File: src/rtl/rs_dec_syndrome.sv
// RS(255,239) receive front end: strips the 2T parity bytes from each burst and
// emits the 2T Horner-evaluated syndromes plus block error flags at burst end.
module rs_dec_syndrome #(
    parameter int W = 8,
    parameter int T = 8
) (
    input  logic         clk,
    input  logic         reset,
    input  logic [W-1:0] in_bits,
    input  logic         in_valid,
    output logic [W-1:0] out_bits,
    output logic         out_valid,
    output logic [W-1:0] syn_out,
    output logic [3:0]   syn_idx,
    output logic         syn_valid,
    output logic         err,
    output logic         len_err,
    output logic         blk_done
);

    localparam int             NSYN     = 2 * T;
    localparam int             CW       = 9;
    localparam logic [CW-1:0]  CNT_SAT  = 9'd256;
    localparam logic [CW-1:0]  CNT_NSYN = CW'(NSYN);
    localparam logic [CW-1:0]  MIN_LEN  = CW'(NSYN + 1);
    localparam logic [CW-1:0]  MAX_LEN  = 9'd255;
    localparam logic [3:0]     LAST_IDX = 4'(NSYN - 1);
    localparam logic [W-1:0]   POLY_LO  = W'(8'h1D);

    typedef enum logic {
        ST_IDLE  = 1'b0,
        ST_DRAIN = 1'b1
    } state_t;

    function automatic logic [W-1:0] gf_xtime(input logic [W-1:0] a);
        return {a[W-2:0], 1'b0} ^ (a[W-1] ? POLY_LO : '0);
    endfunction

    // Constant multiply by lambda^n; n is elaboration-time so this is a pure XOR net.
    function automatic logic [W-1:0] gf_mul_pow(input logic [W-1:0] a, input int n);
        logic [W-1:0] r;
        r = a;
        for (int k = 0; k < n; k++) begin
            r = gf_xtime(r);
        end
        return r;
    endfunction

    logic [W-1:0]  acc_q   [NSYN];
    logic [W-1:0]  acc_d   [NSYN];
    logic [W-1:0]  acc_mul [NSYN];
    logic [W-1:0]  dly_q   [NSYN];
    logic [W-1:0]  dly_d   [NSYN];
    logic [W-1:0]  snap_q  [NSYN];
    logic [NSYN-1:0] acc_nz;
    logic [CW-1:0] cnt_q;
    logic [CW-1:0] cnt_d;

    state_t        state_q;
    logic [3:0]    rd_idx_q;
    logic [W-1:0]  out_bits_q;
    logic          out_valid_q;
    logic [W-1:0]  syn_out_q;
    logic [3:0]    syn_idx_q;
    logic          syn_valid_q;
    logic          blk_done_q;
    logic          err_q;
    logic          len_err_q;

    logic          eob;
    logic          len_bad;
    logic          emit_data;

    generate
        for (genvar gi = 0; gi < NSYN; gi++) begin : g_syn
            assign acc_mul[gi] = gf_mul_pow(acc_q[gi], gi);
            assign acc_nz[gi]  = |acc_q[gi];
        end
    endgenerate

    assign eob       = !in_valid && (cnt_q != '0);
    assign len_bad   = (cnt_q < MIN_LEN) || (cnt_q > MAX_LEN);
    assign emit_data = in_valid && (cnt_q >= CNT_NSYN);

    always_comb begin
        cnt_d = cnt_q;
        for (int i = 0; i < NSYN; i++) begin
            acc_d[i] = acc_q[i];
            dly_d[i] = dly_q[i];
        end
        if (in_valid) begin
            if (cnt_q != CNT_SAT) begin
                cnt_d = cnt_q + 9'd1;
            end
            for (int i = 0; i < NSYN; i++) begin
                acc_d[i] = acc_mul[i] ^ in_bits;
            end
            dly_d[0] = in_bits;
            for (int i = 1; i < NSYN; i++) begin
                dly_d[i] = dly_q[i-1];
            end
        end else if (eob) begin
            // The bytes still in the delay line are parity and are dropped here.
            cnt_d = '0;
            for (int i = 0; i < NSYN; i++) begin
                acc_d[i] = '0;
                dly_d[i] = '0;
            end
        end
    end

    always_ff @(posedge clk or negedge reset) begin
        if (!reset) begin
            cnt_q <= '0;
            for (int i = 0; i < NSYN; i++) begin
                acc_q[i] <= '0;
                dly_q[i] <= '0;
            end
        end else begin
            cnt_q <= cnt_d;
            for (int i = 0; i < NSYN; i++) begin
                acc_q[i] <= acc_d[i];
                dly_q[i] <= dly_d[i];
            end
        end
    end

    always_ff @(posedge clk or negedge reset) begin
        if (!reset) begin
            out_bits_q  <= '0;
            out_valid_q <= 1'b0;
        end else begin
            out_valid_q <= emit_data;
            if (emit_data) begin
                out_bits_q <= dly_q[NSYN-1];
            end
        end
    end

    // Index 0 is driven straight from the accumulator on the end-of-burst edge so
    // syn_valid starts in the very next cycle; the rest come from the snapshot.
    always_ff @(posedge clk or negedge reset) begin
        if (!reset) begin
            state_q     <= ST_IDLE;
            rd_idx_q    <= '0;
            syn_out_q   <= '0;
            syn_idx_q   <= '0;
            syn_valid_q <= 1'b0;
            blk_done_q  <= 1'b0;
            err_q       <= 1'b0;
            len_err_q   <= 1'b0;
            for (int i = 0; i < NSYN; i++) begin
                snap_q[i] <= '0;
            end
        end else if (eob) begin
            for (int i = 0; i < NSYN; i++) begin
                snap_q[i] <= acc_q[i];
            end
            syn_out_q   <= acc_q[0];
            syn_idx_q   <= '0;
            syn_valid_q <= 1'b1;
            blk_done_q  <= 1'b0;
            rd_idx_q    <= 4'd1;
            len_err_q   <= len_bad;
            err_q       <= len_bad || (|acc_nz);
            state_q     <= ST_DRAIN;
        end else begin
            case (state_q)
                ST_DRAIN: begin
                    syn_out_q   <= snap_q[rd_idx_q];
                    syn_idx_q   <= rd_idx_q;
                    syn_valid_q <= 1'b1;
                    blk_done_q  <= (rd_idx_q == LAST_IDX);
                    rd_idx_q    <= rd_idx_q + 4'd1;
                    if (rd_idx_q == LAST_IDX) begin
                        state_q <= ST_IDLE;
                    end
                end
                default: begin
                    syn_valid_q <= 1'b0;
                    blk_done_q  <= 1'b0;
                end
            endcase
        end
    end

    assign out_bits  = out_bits_q;
    assign out_valid = out_valid_q;
    assign syn_out   = syn_out_q;
    assign syn_idx   = syn_idx_q;
    assign syn_valid = syn_valid_q;
    assign blk_done  = blk_done_q;
    assign err       = err_q;
    assign len_err   = len_err_q;

endmodule

File: config.mk
export PLATFORM = sky130hd
export DESIGN_NAME = rs_dec_syndrome
export DESIGN_NICKNAME = d
export VERILOG_FILES = /design/src/rtl/rs_dec_syndrome.sv
export SDC_FILE = /design/constraint.sdc
export NUM_CORES = 1
export LEC_CHECK = 0
export CAP_MARGIN = 40
export CELL_PAD_IN_SITES_DETAIL_PLACEMENT = 1
export CELL_PAD_IN_SITES_GLOBAL_PLACEMENT = 2
export CORE_MARGIN = 2
export CORE_UTILIZATION = 35
export CTS_BUF_LIST = sky130_fd_sc_hd__clkbuf_16
export DETAILED_ROUTE_END_ITERATION = 8
export GPL_ROUTABILITY_DRIVEN = 0
export PLACE_DENSITY_LB_ADDON = 0.1
export SKIP_LAST_GASP = 1
export SYNTH_ARGS = -nofsm -noshare
export SYNTH_HDL_FRONTEND = slang
export SYNTH_SLANG_ARGS = --single-unit
File: constraint.sdc
create_clock -name clk -period 5.9 [get_ports clk]
set_clock_uncertainty 0.15 [all_clocks]
set_input_delay 0.59 -clock clk [delete_from_list [all_inputs] [get_ports clk]]
set_output_delay 0.59 -clock clk [all_outputs]
set_load 0.02 [all_outputs]
**Word level (Yosys, flattened, before mapping)**

Index checks and enable logic that the tools add are counted.

- Register bits after elaboration: 423
- Output and inout port bits: 25
- Word-level logic and storage cells: 357

- $add $sub $neg: 2
- $lt $le $gt $ge: 4
- Equal/unequal tests: 3
- Muxes and demuxes: 142
- Bitwise operators: 137
- Reductions and logical operators: 10

Operators with widths:

| kind | count |
|---|---|
| 8-bit by 5-bit XOR with 8-bit output | 120 |
| 5-bit 2-to-1 mux | 120 |
| 128-bit 2-to-1 mux | 3 |
| 128-bit OR reduction | 1 |
| 8-bit XOR | 16 |
| 8-bit binary-select mux with 4-bit select | 1 |
| 8-bit 2-to-1 mux | 4 |
| 9-bit 2-to-1 mux | 3 |
| 4-bit 2-to-1 mux | 4 |
| 9-bit by 1-bit adder with 9-bit output, second input constant | 1 |
| 9-bit by 5-bit greater-or-equal comparator with 1-bit output, second input constant | 1 |
| 9-bit by 8-bit > comparator with 1-bit output, second input constant | 1 |
| 9-bit by 5-bit less-than comparator with 1-bit output, second input constant | 1 |
| 9-bit inequality test, second input constant | 1 |
| 9-bit nonzero test | 1 |
| 1-bit 2-to-1 mux | 7 |
| 5-bit greater-or-equal comparator, second input constant | 1 |
| 4-bit inverter with 5-bit output | 1 |
| 4-bit by 1-bit adder with 4-bit output, second input constant | 1 |
| 4-bit equality test, second input constant | 1 |
| 2-bit nonzero test | 2 |
| 1-bit logical AND | 2 |
| 1-bit logical OR | 2 |
| 2-bit by 1-bit inequality test with 1-bit output, second input constant | 1 |
| other kinds (2) | 2 |

**Longest topological paths before layout**

- Depth in word-level cells: 32
- Gate-level depth with buffers: 8
- Gate-level depth less buffers: 6

**Worst setup path before layout**

No wires, ideal clock.

- Kind: reg-to-reg
- From: register cnt_q[0]
- To: register snap_q[100] in the netlist's numbering
- Setup time: 128 ps
- Data arrival time: 2002 ps
- Required time: 5622 ps
- Setup slack: 3620 ps
- Cell stages (with the launch flop): 8
- Path buffers: 2
- Clock period less this slack: 2280 ps
- Cells stage by stage: dfrtp_1 inv_1 ha_1 or4b_1 o21ai_2 buf_4 buf_4 mux2_1

- Longest elaborated chain between the ends: 2

RTL lines:

| item | line | RTL |
|---|---|---|
| from (decl) | 56 | `logic [CW-1:0] cnt_q;` |
| from (signal assigned) | 120 | `cnt_q <= cnt_d;` |
| 9-bit nonzero test | 81 | `assign eob = !in_valid && (cnt_q != '0);` |
| 1-bit logical AND | 81 |  |
| to (signal, indexed assignment) | 157 | `snap_q[i] <= acc_q[i];` |
| to (decl) | 54 | `logic [W-1:0] snap_q [NSYN];` |

No other way between the ends.
A chain may end at the register's enable or synchronous reset.

**Worst setup path after layout**

- From: register cnt_q[0]
- To: register snap_q[31] in the netlist's numbering

Same word-level chain as after synthesis.

==> results.md <==
| Parameter | Reported |
| --- | --- |
| Die extent in x | 241 um |
| Number of antenna-violating nets in the routed design | 0 |
| Maximum resistive drop on vdd | 438 uV |
| Number of max-slew violations in the final report | 0 |
| Worst R2R Start | cnt_q[0] |
| Layout cell share with drive strength beyond 1 | 12.8% |
| First-pass GRT wire length | 83.2 mm |
| Filler instances | 5667 |
| EDFF count, synth | 0 |
| Type of destination of the critical path | flop |
| Die extent in y | 241 um |
| Unrepaired setup endpoints after global routing | false |
| Library cell used as clock root buffer | clkbuf_16 |
| HPWL after detailed placement | 32.8 mm |
| Reg-to-reg endpoint | snap_q[31] |
| Count of standard-cell rows | 86 |
| Residual DRC | 0 |
| Number of cells in the design after placement | 2158 |
| Fraction of registers with async set or reset after synthesis | 100% |
| Cell area after layout | 22100 um^2 |
| Path depth of the worst reg2reg path | 6 |
| Final Cycle Share | 49.8% |
| Die ar. | 58200 um^2 |
| Achievable clock frequency | 0.340 GHz |
| Share of the synthesized area in the top cell type | 53.7% |
| Total of flip-flops plus latches after synthesis | 423 |
| Pin count of the biggest net entering global routing | 205 |
| Wire per inst | 24.0 um |
| Logic gate share of total power | 39.3% |
| Area of the core region | 55400 um^2 |
| Hold_sp | snap_q[104] |
| Result of the run | finished clean |
| Internal power | 0.00811 W |
| Overall Power | 0.0128 W |
| Synth unique cells | 42 |
| Worst-case setup margin in the final layout | 2.96 ns |
| Setup slack after placement | 2.59 ns |
| Number of buffers added on ports | 35 |
| Total of warnings raised by yosys | 0 |
| Instance area after placement | 20600 um^2 |
| Sequential cell fraction of total power | 38.9% |
| Synthesized netlist net count | 1517 |
| Synthesis-to-finish area growth | 12.1% |
| Cell type with the largest total area after synthesis | dfrtp_1 |
| Final number of hold-violating endpoints | 0 |
| Antenna violations before repair | 1 |
| Iteration count of the initial detailed-routing pass | 4 |
| Final setup fails | 0 |
| Clock tree from TritonCTS | yes |
| Clock latency reported for the late side of the worst-skew pair | 0.58 ns |
| Clock transition at the registers of the reported paths | 0.06 ns |
| Clock power frac | 21.7% |
| Worst min-delay path category | flop to flop |
| Sink of the worst hold path | snap_q[104] |
| Number of post-CTS setup repair buffers | 0 |
| Number of gates given a new drive strength after cts | 0 |
| Critical Setup Path Class | flop to flop |
| Post-synthesis instance area | 19700 um^2 |
| Power density normalized to cell area | 579 nW/um^2 |
| Slew at the pin with the worst max-slew slack | 1.10 ns |
| Cells after Synth | 1502 |
| Hold Buf Count CTS | 1 |
| Final standard cell count with taps included and fillers excluded | 2244 |
| Maximum fanout along the worst path | 151 |
| Cell with the most instances after synthesis | dfrtp_1 |
| R2R Setup Slk | 2.96 ns |
| Switching power share of the total | 36.5% |
| Static leakage | 9.68 nW |
| Max-cap viol count | 0 |
| Most used DFF post-synth | dfrtp_1 |
| Total track usage | 19.1% |
| Top cells by area in the synthesized netlist | dfrtp_1, a22o_1, xnor2_1, mux2_2, mux2_1 |
| Count of nets after finishing | 1478 |
| CP arrival | 3.25 ns |
| 1st-iter DRT viols | 663 |
| Effective utilization at floorplan | 35.5% |
| Most numerous cell types in the synthesized netlist | dfrtp_1, a22o_1, xnor2_1, clkbuf_1, xor2_1 |
| Slew headroom | 26.5% |
| Via count normalized by instance count | 5.34 |
| Number of global-route vias before repair | 12560 |
| Accumulated negative setup slack | 0 ns |
| Total length of routed wires | 53.7 mm |
| Vias after detailed routing | 11981 |
| Critical path data required time | 6.21 ns |
| Sequential area share after synthesis | 53.7% |
| Diode insertion count for antenna repair | 0 |
| Reported net switching power | 0.00466 W |
| Clk buf depth | 3 |
| Number of H-tree branching levels | 2 |
| Time the final worst path needs with I/O delays and setup | 2.94 ns |
| Cts bufs inserted | 50 |
| Synthesized area divided by synthesized cell count | 13.1 um^2 |
| TritonCTS sink count | 423 |
| Count of pins on the block boundary | 36 |
| Congestion Overflow GR | 0 |
| Sort of element at the start of the critical path | flop |
| Hold-critical path depth | 1 |
==> per-layer routing <==
metal	wire length (um)	track usage [%]	up-vias	part of all wire (%)
met5	8	0	-	0.015
met2	24400	29.4	138	45
met3	1640	2.70	70	3.0
met1	26700	28.4	6455	50
li1	-	-	5316	-
met4	949	4.32	2	1.8
==> registers in the layout, indices dropped and copies added (netlist names) <==
signal	count
snap_q	128
out_bits	8
rd_idx_q	4
acc_mul	8
len_err	1
cnt_q	9
blk_done	1
dly_q	128
acc_q	120
syn_out	8
syn_valid	1
out_valid	1
syn_idx	4
err	1
state_q	1
==> cell families after synthesis <==
group | Yosys count | synth area share, %
flops | 423 | 53.7
compound gates | 310 | 13.2
simple gates | 113 | 3.19
buf+inv | 159 | 3.49
fa+ha+maj | 4 | 0.254
xor+xnor | 322 | 14.6
mux | 171 | 11.6
==> placed cells by master, fill, tap and decap left out, types with 4 or more instances in the layout <==
cell type and instances:
a21oi_1 9, a22o_1 246, a31oi_1 15, buf_12 4, buf_4 17, clkbuf_16 50, clkdlybuf4s50_1 33, clkinv_1 15
dfrtp_1 422, ha_1 4, inv_1 20, mux2_1 64, mux2_2 70, mux2i_1 5, mux4_2 32, nand2_1 9
nand2b_1 15, nand3_1 7, nand4_1 10, nor2_1 25, nor4_1 33, o21ai_0 13, o2bb2ai_1 19, xnor2_1 236
xnor3_1 4, xor2_1 82
==> critical path, stage by stage (launching register included) <==
cell     delay, ns
dfrtp_1       0.47
inv_1         0.09
ha_1          0.15
or4b_1        0.58
o21ai_4       0.20
buf_12        0.55
mux2_2        0.42
==> per-stage QoR <==
step,util [%],hold WS (ns)
final,39.8,0.337
after global routing,39.8,0.355
after CTS,39.8,0.342
after detailed placement,37.2,0.329
after global placement,37.1,0.319
after floorplan,-,0.144
==> worst max path at each step <==
stage	startpoint	endpoint	depth (start not counted)
3_5_place_dp	in_valid	dly_q[30]	4
2_1_floorplan	cnt_q[0]	snap_q[100]	7
4_1_cts	rd_idx_q[0]	syn_out[7]	5
3_3_place_gp	in_valid	dly_q[61]	4
6_report	cnt_q[0]	snap_q[31]	6
5_1_grt	rd_idx_q[0]	syn_out[1]	5
==> layout make-up <==
class / count / area [um^2] / share of cell area [%]
tap: 748 / 936 / 4.24
multi-input combinational: 920 / 8440 / 38.2
inverter: 8 / 30.0 / 0.136
sequential: 423 / 10600 / 48.0
clock buffer: 50 / 1250 / 5.67
timing repair buffer: 60 / 642 / 2.91
clock inverter: 35 / 189 / 0.856
==> power by group through the flow <==
| stage | Clock (W) | Combinational, W | Sequential [W] |
|---|---|---|---|
| 5_1_grt | 0.00300 | 0.00553 | 0.00512 |
| 6_report | 0.00278 | 0.00502 | 0.00498 |
| 3_5_place_dp | 0 | 0.00506 | 0.00505 |
| 2_1_floorplan | 0 | 0.00443 | 0.00432 |
| 3_3_place_gp | 0 | 0.00495 | 0.00503 |
| 4_1_cts | 0.00287 | 0.00510 | 0.00500 |
Note: power is estimated with default switching activity, not from simulation.
